<file path="src/rtl/dbus_tx_arbiter.sv">
// dbus_tx_arbiter: packet-atomic arbiter feeding the dbus transmit input from
// two byte-stream requesters. The owner keeps the bus until its last byte has
// completed, and a watchdog aborts a stalled owner or a hung dbus handshake.
module dbus_tx_arbiter #(
  parameter int c_TIMEOUT  = 4096,
  parameter int c_CNTWIDTH = $clog2(c_TIMEOUT + 1)
) (
  input  logic       i_clock,
  input  logic       i_reset_n,
  input  logic       i_req0_valid,
  input  logic [7:0] i_req0_data,
  input  logic       i_req0_last,
  input  logic       i_req1_valid,
  input  logic [7:0] i_req1_data,
  input  logic       i_req1_last,
  output logic       o_req0_ready,
  output logic       o_req1_ready,
  output logic [7:0] o_data,
  output logic       o_enable,
  input  logic       i_busy,
  output logic [1:0] o_grant,
  output logic       o_abort
);

  typedef enum logic [2:0] {
    S_IDLE,
    S_ISSUE,
    S_WAIT_BUSY,
    S_WAIT_DONE,
    S_NEXT
  } state_t;

  state_t                r_state;
  state_t                w_state_next;
  logic [7:0]            r_data;
  logic                  r_last;
  logic [1:0]            r_grant;
  logic                  r_rr;        // 1: req1 wins the next tie
  logic [c_CNTWIDTH-1:0] r_count;
  logic                  r_ready0;
  logic                  r_ready1;
  logic                  r_abort;

  logic                  w_capture;
  logic                  w_sel;       // 1: capture from req1
  logic                  w_done;
  logic                  w_abort;
  logic                  w_timeout;
  logic                  w_owner_valid;
  logic                  w_counting;

  // Next-state, capture selection, packet end and watchdog abort decisions
  always_comb begin
    w_state_next  = r_state;
    w_capture     = 1'b0;
    w_sel         = 1'b0;
    w_done        = 1'b0;
    w_abort       = 1'b0;
    w_timeout     = (r_count == c_CNTWIDTH'(c_TIMEOUT - 1));
    w_owner_valid = r_grant[1] ? i_req1_valid : i_req0_valid;
    w_counting    = 1'b0;
    case (r_state)
      S_IDLE: begin
        if (i_req0_valid || i_req1_valid) begin
          w_capture    = 1'b1;
          w_sel        = i_req1_valid && (!i_req0_valid || r_rr);
          w_state_next = S_ISSUE;
        end
      end
      S_ISSUE: begin
        w_state_next = S_WAIT_BUSY;
      end
      S_WAIT_BUSY: begin
        w_counting = 1'b1;
        if (i_busy) begin
          w_state_next = S_WAIT_DONE;
        end else if (w_timeout) begin
          w_abort = 1'b1;
        end
      end
      S_WAIT_DONE: begin
        w_counting = 1'b1;
        if (!i_busy) begin
          if (r_last) begin
            w_done       = 1'b1;
            w_state_next = S_IDLE;
          end else begin
            w_state_next = S_NEXT;
          end
        end else if (w_timeout) begin
          w_abort = 1'b1;
        end
      end
      S_NEXT: begin
        w_counting = 1'b1;
        if (w_owner_valid) begin
          w_capture    = 1'b1;
          w_sel        = r_grant[1];
          w_state_next = S_ISSUE;
        end else if (w_timeout) begin
          w_abort = 1'b1;
        end
      end
      default: begin
        w_state_next = S_IDLE;
      end
    endcase
    // A legitimate transition takes priority, so abort only ever fires while
    // the state would otherwise stay put.
    if (w_abort) begin
      w_state_next = S_IDLE;
    end
  end

  // State register and watchdog counter; the counter restarts on every state change
  always_ff @(posedge i_clock or negedge i_reset_n) begin
    if (!i_reset_n) begin
      r_state <= S_IDLE;
      r_count <= '0;
    end else begin
      r_state <= w_state_next;
      if (w_state_next != r_state) begin
        r_count <= '0;
      end else if (w_counting) begin
        r_count <= r_count + 1'b1;
      end
    end
  end

  // Byte capture, ownership, round-robin pointer and one-cycle pulses
  always_ff @(posedge i_clock or negedge i_reset_n) begin
    if (!i_reset_n) begin
      r_data   <= '0;
      r_last   <= 1'b0;
      r_grant  <= '0;
      r_rr     <= 1'b0;
      r_ready0 <= 1'b0;
      r_ready1 <= 1'b0;
      r_abort  <= 1'b0;
    end else begin
      r_ready0 <= w_capture && !w_sel;
      r_ready1 <= w_capture && w_sel;
      r_abort  <= w_abort;
      if (w_capture) begin
        r_data  <= w_sel ? i_req1_data : i_req0_data;
        r_last  <= w_sel ? i_req1_last : i_req0_last;
        r_grant <= w_sel ? 2'b10 : 2'b01;
      end else if (w_done || w_abort) begin
        r_grant <= '0;
        r_rr    <= r_grant[0];
      end
    end
  end

  assign o_data       = r_data;
  assign o_enable     = (r_state == S_ISSUE) && (r_grant != 2'b00);
  assign o_grant      = r_grant;
  assign o_abort      = r_abort;
  assign o_req0_ready = r_ready0;
  assign o_req1_ready = r_ready1;

endmodule
</file>
<file path="config.mk">
export PLATFORM = sky130hd
export DESIGN_NAME = dbus_tx_arbiter
export DESIGN_NICKNAME = d
export VERILOG_FILES = /design/src/rtl/dbus_tx_arbiter.sv
export SDC_FILE = /design/constraint.sdc
export NUM_CORES = 1
export LEC_CHECK = 0
export CAP_MARGIN = 15
export CORE_MARGIN = 3
export CORE_UTILIZATION = 45
export CTS_CLUSTER_DIAMETER = 40
export DETAILED_ROUTE_END_ITERATION = 8
export GPL_TIMING_DRIVEN = 0
export PLACE_DENSITY = 0.74
export SYNTH_ARGS = -nofsm -noshare
export SYNTH_HDL_FRONTEND = slang
export SYNTH_SLANG_ARGS = --single-unit
</file>
<file path="constraint.sdc">
create_clock -name i_clock -period 2.5 [get_ports i_clock]
set_input_delay 0.375 -clock i_clock [delete_from_list [all_inputs] [get_ports i_clock]]
set_output_delay 0.375 -clock i_clock [all_outputs]
set_load 0.01 [all_outputs]
</file>
# After elaboration in Yosys (flattened, before gate mapping)
# Index checks and enable logic that the tools add are counted.
[word_totals] elab_cells=62 reg_bits=31 input_bits=23
[classes] n_eq_ne=6 mux=30 addsub=1 n_bitwise=1 n_reduce_logical=15
[ops] op="2-to-1 mux 13 bit" n=2
[ops] op="2-to-1 mux 3 bit" n=6
[ops] op="one-hot mux 3 bit (5 select lines)" n=1
[ops] op="2-to-1 mux 1 bit" n=14
[ops] op="adder 13 x 1 -> 13 bit (second input constant)" n=1
[ops] op="equality test 13 x 12 -> 1 bit (second input constant)" n=1
[ops] op="2-to-1 mux 8 bit" n=1
[ops] op="equality test 3 x 2 -> 1 bit (second input constant)" n=2
[ops] op="2-to-1 mux 2 bit" n=3
[ops] op="nonzero test 2 bit" n=3
[ops] op="logical AND 1 bit" n=4
[ops] op="one-hot mux 1 bit (2 select lines)" n=2
[ops] op="equality test 3 x 1 -> 1 bit (second input constant)" n=1
[ops] op="equality test 3 bit (second input constant)" n=1
[ops] op="logical NOT 3 bit" n=1
[ops] op="logical OR 1 bit" n=3
[ops] op="inequality test 3 bit" n=1
[ops] op="one-hot mux 1 bit (3 select lines)" n=1
[ops] op="OR reduction 3 bit" n=1
[ops] op="logical NOT 1 bit" n=2
[ops] op="AND reduction 2 bit" n=1
[ops] op="NOT 1 bit" n=1

# Longest topological paths before layout
[logic_depth] ltp_word=7 ltp_mapped=7

# Worst setup path after synthesis
# Ideal clock, no wire load.
[synth_timing] path_kind="register to register" start="register r_state[0]" end="register r_rr" setup_time_ns=0.125 required_ns=2.375 t_arrival_ns=1.676 setup_slack_ns=0.699 period_less_slack_ns=1.801 path_stages_with_launch=7 n_path_buf=1 cell_sequence="dfrtp_1 > buf_2 > nor3b_4 > o2111a_2 > nor4b_4 > a41oi_2 > mux2_4"
[synth_between] elab_chain_cells=4 word_cells_on_any_way=10 cone_classes="eq/ne (3); mux (3); bitwise (1); reduce/logical (3)"
[synth_rtl] item="from (decl)" line="33" text="state_t r_state;"
[synth_rtl] item="from (signal assigned)" line="121" text="r_state <= w_state_next;"
[synth_rtl] item="equality test 3 bit, or another cell as far along" line="62" text="case (r_state)"
[synth_rtl] item="one-hot mux 1 bit (3 select lines), or another cell as far along" line="62"
[synth_rtl] item="logical OR 1 bit / NOT 1 bit (equally long branches)"
[synth_rtl] item="AND reduction 2 bit (no source line) *"
[synth_rtl] item="to (signal assigned)" line="150" text="r_rr <= r_grant[0];"
[synth_rtl] item="to (decl)" line="38" text="logic r_rr;"
# Every way passes the cells marked *; elsewhere a longest branch is shown, timed or not.
# A chain may end at the register's enable or synchronous reset.

# Worst setup path in the final report
[layout_timing] start="register r_state[0]" end="register r_count[5]"
[layout_between] elab_chain_cells=5 word_cells_on_any_way=17 cone_classes="eq/ne (5); mux (9); reduce/logical (3)"
[layout_rtl] item="equality test 3 bit, or another cell as far along" line="62"
[layout_rtl] item="one-hot mux 3 bit (5 select lines) / one-hot mux 1 bit (3 select lines) (equally long branches)" line="62"
[layout_rtl] item="2-to-1 mux 3 bit" line="110" text="if (w_abort) begin"
[layout_rtl] item="inequality test 3 bit" line="122" text="if (w_state_next != r_state) begin"
[layout_rtl] item="2-to-1 mux 13 bit / nonzero test 2 bit (equally long branches)"
[layout_rtl] item="to (signal assigned)" line="125" text="r_count <= r_count + 1'b1;"
[layout_rtl] item="to (decl)" line="39" text="logic [c_CNTWIDTH-1:0] r_count;"
# Parallel ways exist; a longest one is shown, timed or not.

==> reports/qor.txt <==
Post-synth top cells: dfrtp_1, inv_1, nor2_1, a222oi_1, xor2_1
Sw Share: 37.07%
clock share of power: 13.5%
Critical Path AT: 2.32 ns
max incr delay on CP: 0.41 ns
NetSw: 672.0 uW
setup violators final: 0
Post-DRT Antenna Nets: 0
P_int: 1141 uW
clock-pin transition on the worst setup and hold timing paths: 0.09 ns
# DRC: 0
Yosys Warn Count: 0
Worst R2R Path Depth: 6
ys flop type: dfrtp_1
RR Endpoint: r_count[5]$_DFFE_PN0P_
Critical path origin: r_state[0]$_DFF_PN0_
asr flop ratio synth: 100.0%
post-synthesis sequential area ratio: 52.10%
Fin. Hold Viols: 0
crit path launch type: flip-flop
Syn Inst Count: 138
clock latency on the worst-skew pair: 0.31 ns
HPWL after DPL: 2608 um
clock tree buffer depth: 2
Cell Count, Final, Fillers Out: 225
Synth-to-Final Area Change: 32.52%
max-cap violations: 0
VDD IR max: 540.3 uV
Slew headroom: 61.05%
top cells by area, synth: dfrtp_1, a222oi_1, xor2_1, inv_1, nor2_1
Cell Area, Synth: 1489 um2
number of flops mapped to enable cells by yosys: 0
#FFs+latches synth: 31
GP Congestion: 0.7689
WL per Instance: 15.45 um
Worst Setup End Kind: flip-flop
DR vias/cell: 5.511
fin worst setup slack: 0.3537 ns
first-pass iteration count of the detailed router: 4
Yosys top cell area share: 52.10%
Seq pwr share: 41.8%
Setup CP Type: flip-flop to flip-flop
Filler Cells Inserted: 269
PD cells: 918.6 nW/um2
Synth cell types: 32
# port buffers: 36
Final Total Pwr: 1813 uW
Setup TNS: 0 ns
Initial Utilization: 47.98%
post-route core utilization: 63.59%
PostCTS Resize Cnt: 0
crit-path max FO: 10
pre-CTS WS: 0.1668 ns
R2R Setup Slk: 0.35 ns
overall die height: 63.52 um
time the worst path needs with I/O delays and setup: 2.146 ns
Gate power share: 44.7%
die area: 4035 um2
clock buffer count from CTS: 5
first-pass GRT wire length: 6106 um
max-slew violations: 0
Worst Path Required: 2.67 ns
root buf cell: clkbuf_4
# rows: 20
Static Leakage: 0.0008709 uW
GRT Total Usage: 19.50%
Max Clk Rate: 465.9 MHz
Via Count: 1240
drt total wl: 3476 um
CTS tree: yes
Antenna Cells: 0
status: finished, final reports clean
RR Startpoint: r_state[0]$_DFF_PN0_
crit path capture: r_count[5]$_DFFE_PN0P_
Post-Place Cells: 219
CP Cell Sequence: buf_2 > nor2_1 > o221ai_1 > a31oi_1 > clkbuf_1 > nor3_1
critical path's slowest cell: clkbuf_1
largest net degree at the start of global routing: 22
initial DRC count: 190
CORE AREA: 3103 um2
Net Count, Synth: 162
Hold-fix buffers, CTS: 0
nets: 206
Fin Clk Skew: 0.007880 ns
layout cell share with drive strength beyond 1: 7.735%
crit share post-route: 85.85%
RSZ-0062 raised after global routing: false
IO Pins: 37
Congestion Overflow GR: 0
initial antenna violation count: 0
most frequent cell after synthesis: dfrtp_1
Max H-tree Level: 2
Die W: 63.52 um
Hold/Removal Path Class: input port to async pin
number of global-route vias before repair: 1330
Yosys top cell by area: dfrtp_1
Sink Count: 31
average size of a mapped cell: 10.79 um2
Post-CTS Setup Bufs: 0
Least-Margin Pin Slew: 0.5824 ns
## power groups by stage
stage	clock network [uW]	logic [uW]	registers, uW
after global routing	291	886	777
after floorplan	0	442	776
after detailed placement	0	811	765
final	245	810	758
after CTS	254	816	756
after global placement	0	774	751
## registers in the layout, summed over array words and instances (netlist names)
signal,flops
o_req0_ready,1
o_abort,1
r_rr,1
o_req1_ready,1
r_count,13
o_grant,2
r_last,1
o_data,8
r_state,3
## cells by family (layout without fill, tap and decap cells)
group	count (synthesis)	count (layout)	share of synthesized area (%)
buffers and inverters	19	62	5.041
DFF	31	31	52.10
AOI/OAI and AO/OA	24	24	13.95
and+or+nand+nor	47	47	17.98
xor gates and xnor gates	12	12	7.059
muxes	4	4	3.025
adders and majority gates	1	1	0.8402
## critical path: cells and delay by family, from the launching register on
| family | cells | cell delay [ns] |
|---|---|---|
| compound gates | 2 | 0.67 |
| simple gates | 2 | 0.37 |
| flops | 1 | 0.38 |
| buf+inv | 2 | 0.60 |
## cells in the final DEF (no fill, tap or decap)
cell / count
nor2_1: 12
dfrtp_1: 31
a22oi_1: 1
clkdlybuf4s50_1: 36
a222oi_1: 9
a31oi_1: 2
nor4b_4: 1
buf_16: 1
a21oi_1: 3
nor2b_1: 2
o31ai_1: 1
nor3_1: 7
o221ai_1: 1
nand2_1: 8
nand4_1: 3
clkbuf_1: 5
nand3_1: 6
a41oi_2: 1
o21a_1: 2
clkbuf_4: 5
nor4b_1: 1
buf_2: 3
o21ai_0: 1
mux2_4: 1
and3_1: 2
xor2_1: 9
ha_1: 1
a31o_1: 2
o2111a_2: 1
nor4_1: 1
inv_1: 12
and4_1: 3
nor3b_4: 1
xnor2_1: 3
mux2i_1: 3
## metrics by stage
step	area (um2)	hold slack, ns
finish	1973	0.4295
global route	1973	0.4339
CTS	1973	0.4229
detailed placement	1932	0.5000
global placement	1904	0.4904
floorplan	1489	0.07941
## worst min path at each step
stage	start	to	slack, ns
after floorplan	i_reset_n	o_abort$_DFF_PN0_	0.08
after global placement	o_data[2]$_DFFE_PN0P_	o_data[2]$_DFFE_PN0P_	0.49
after detailed placement	o_data[3]$_DFFE_PN0P_	o_data[3]$_DFFE_PN0P_	0.50
after CTS	i_reset_n	r_state[1]$_DFF_PN0_	0.42
after global routing	i_reset_n	r_state[1]$_DFF_PN0_	0.43
final	i_reset_n	r_state[1]$_DFF_PN0_	0.43
## area by class of cell
class,instances,area [um2],area share (%)
multi-input combinational,88,638.1,32.34
buffer,7,30.03,1.522
sequential,31,775.7,39.32
inverter,12,45.04,2.283
tap,44,55.05,2.790
timing repair buffer,37,387.9,19.66
clock buffer,6,41.29,2.093
## routing by layer
layer  vias up  track usage, %  wire length [um]
li1        592               -                 -
met1       601           23.20              1451
met2        45           30.90              1747
met3         2           9.269               258
met4         0           6.469                19
met5         -               0                 0
Note: power is estimated with default switching activity, not from simulation.
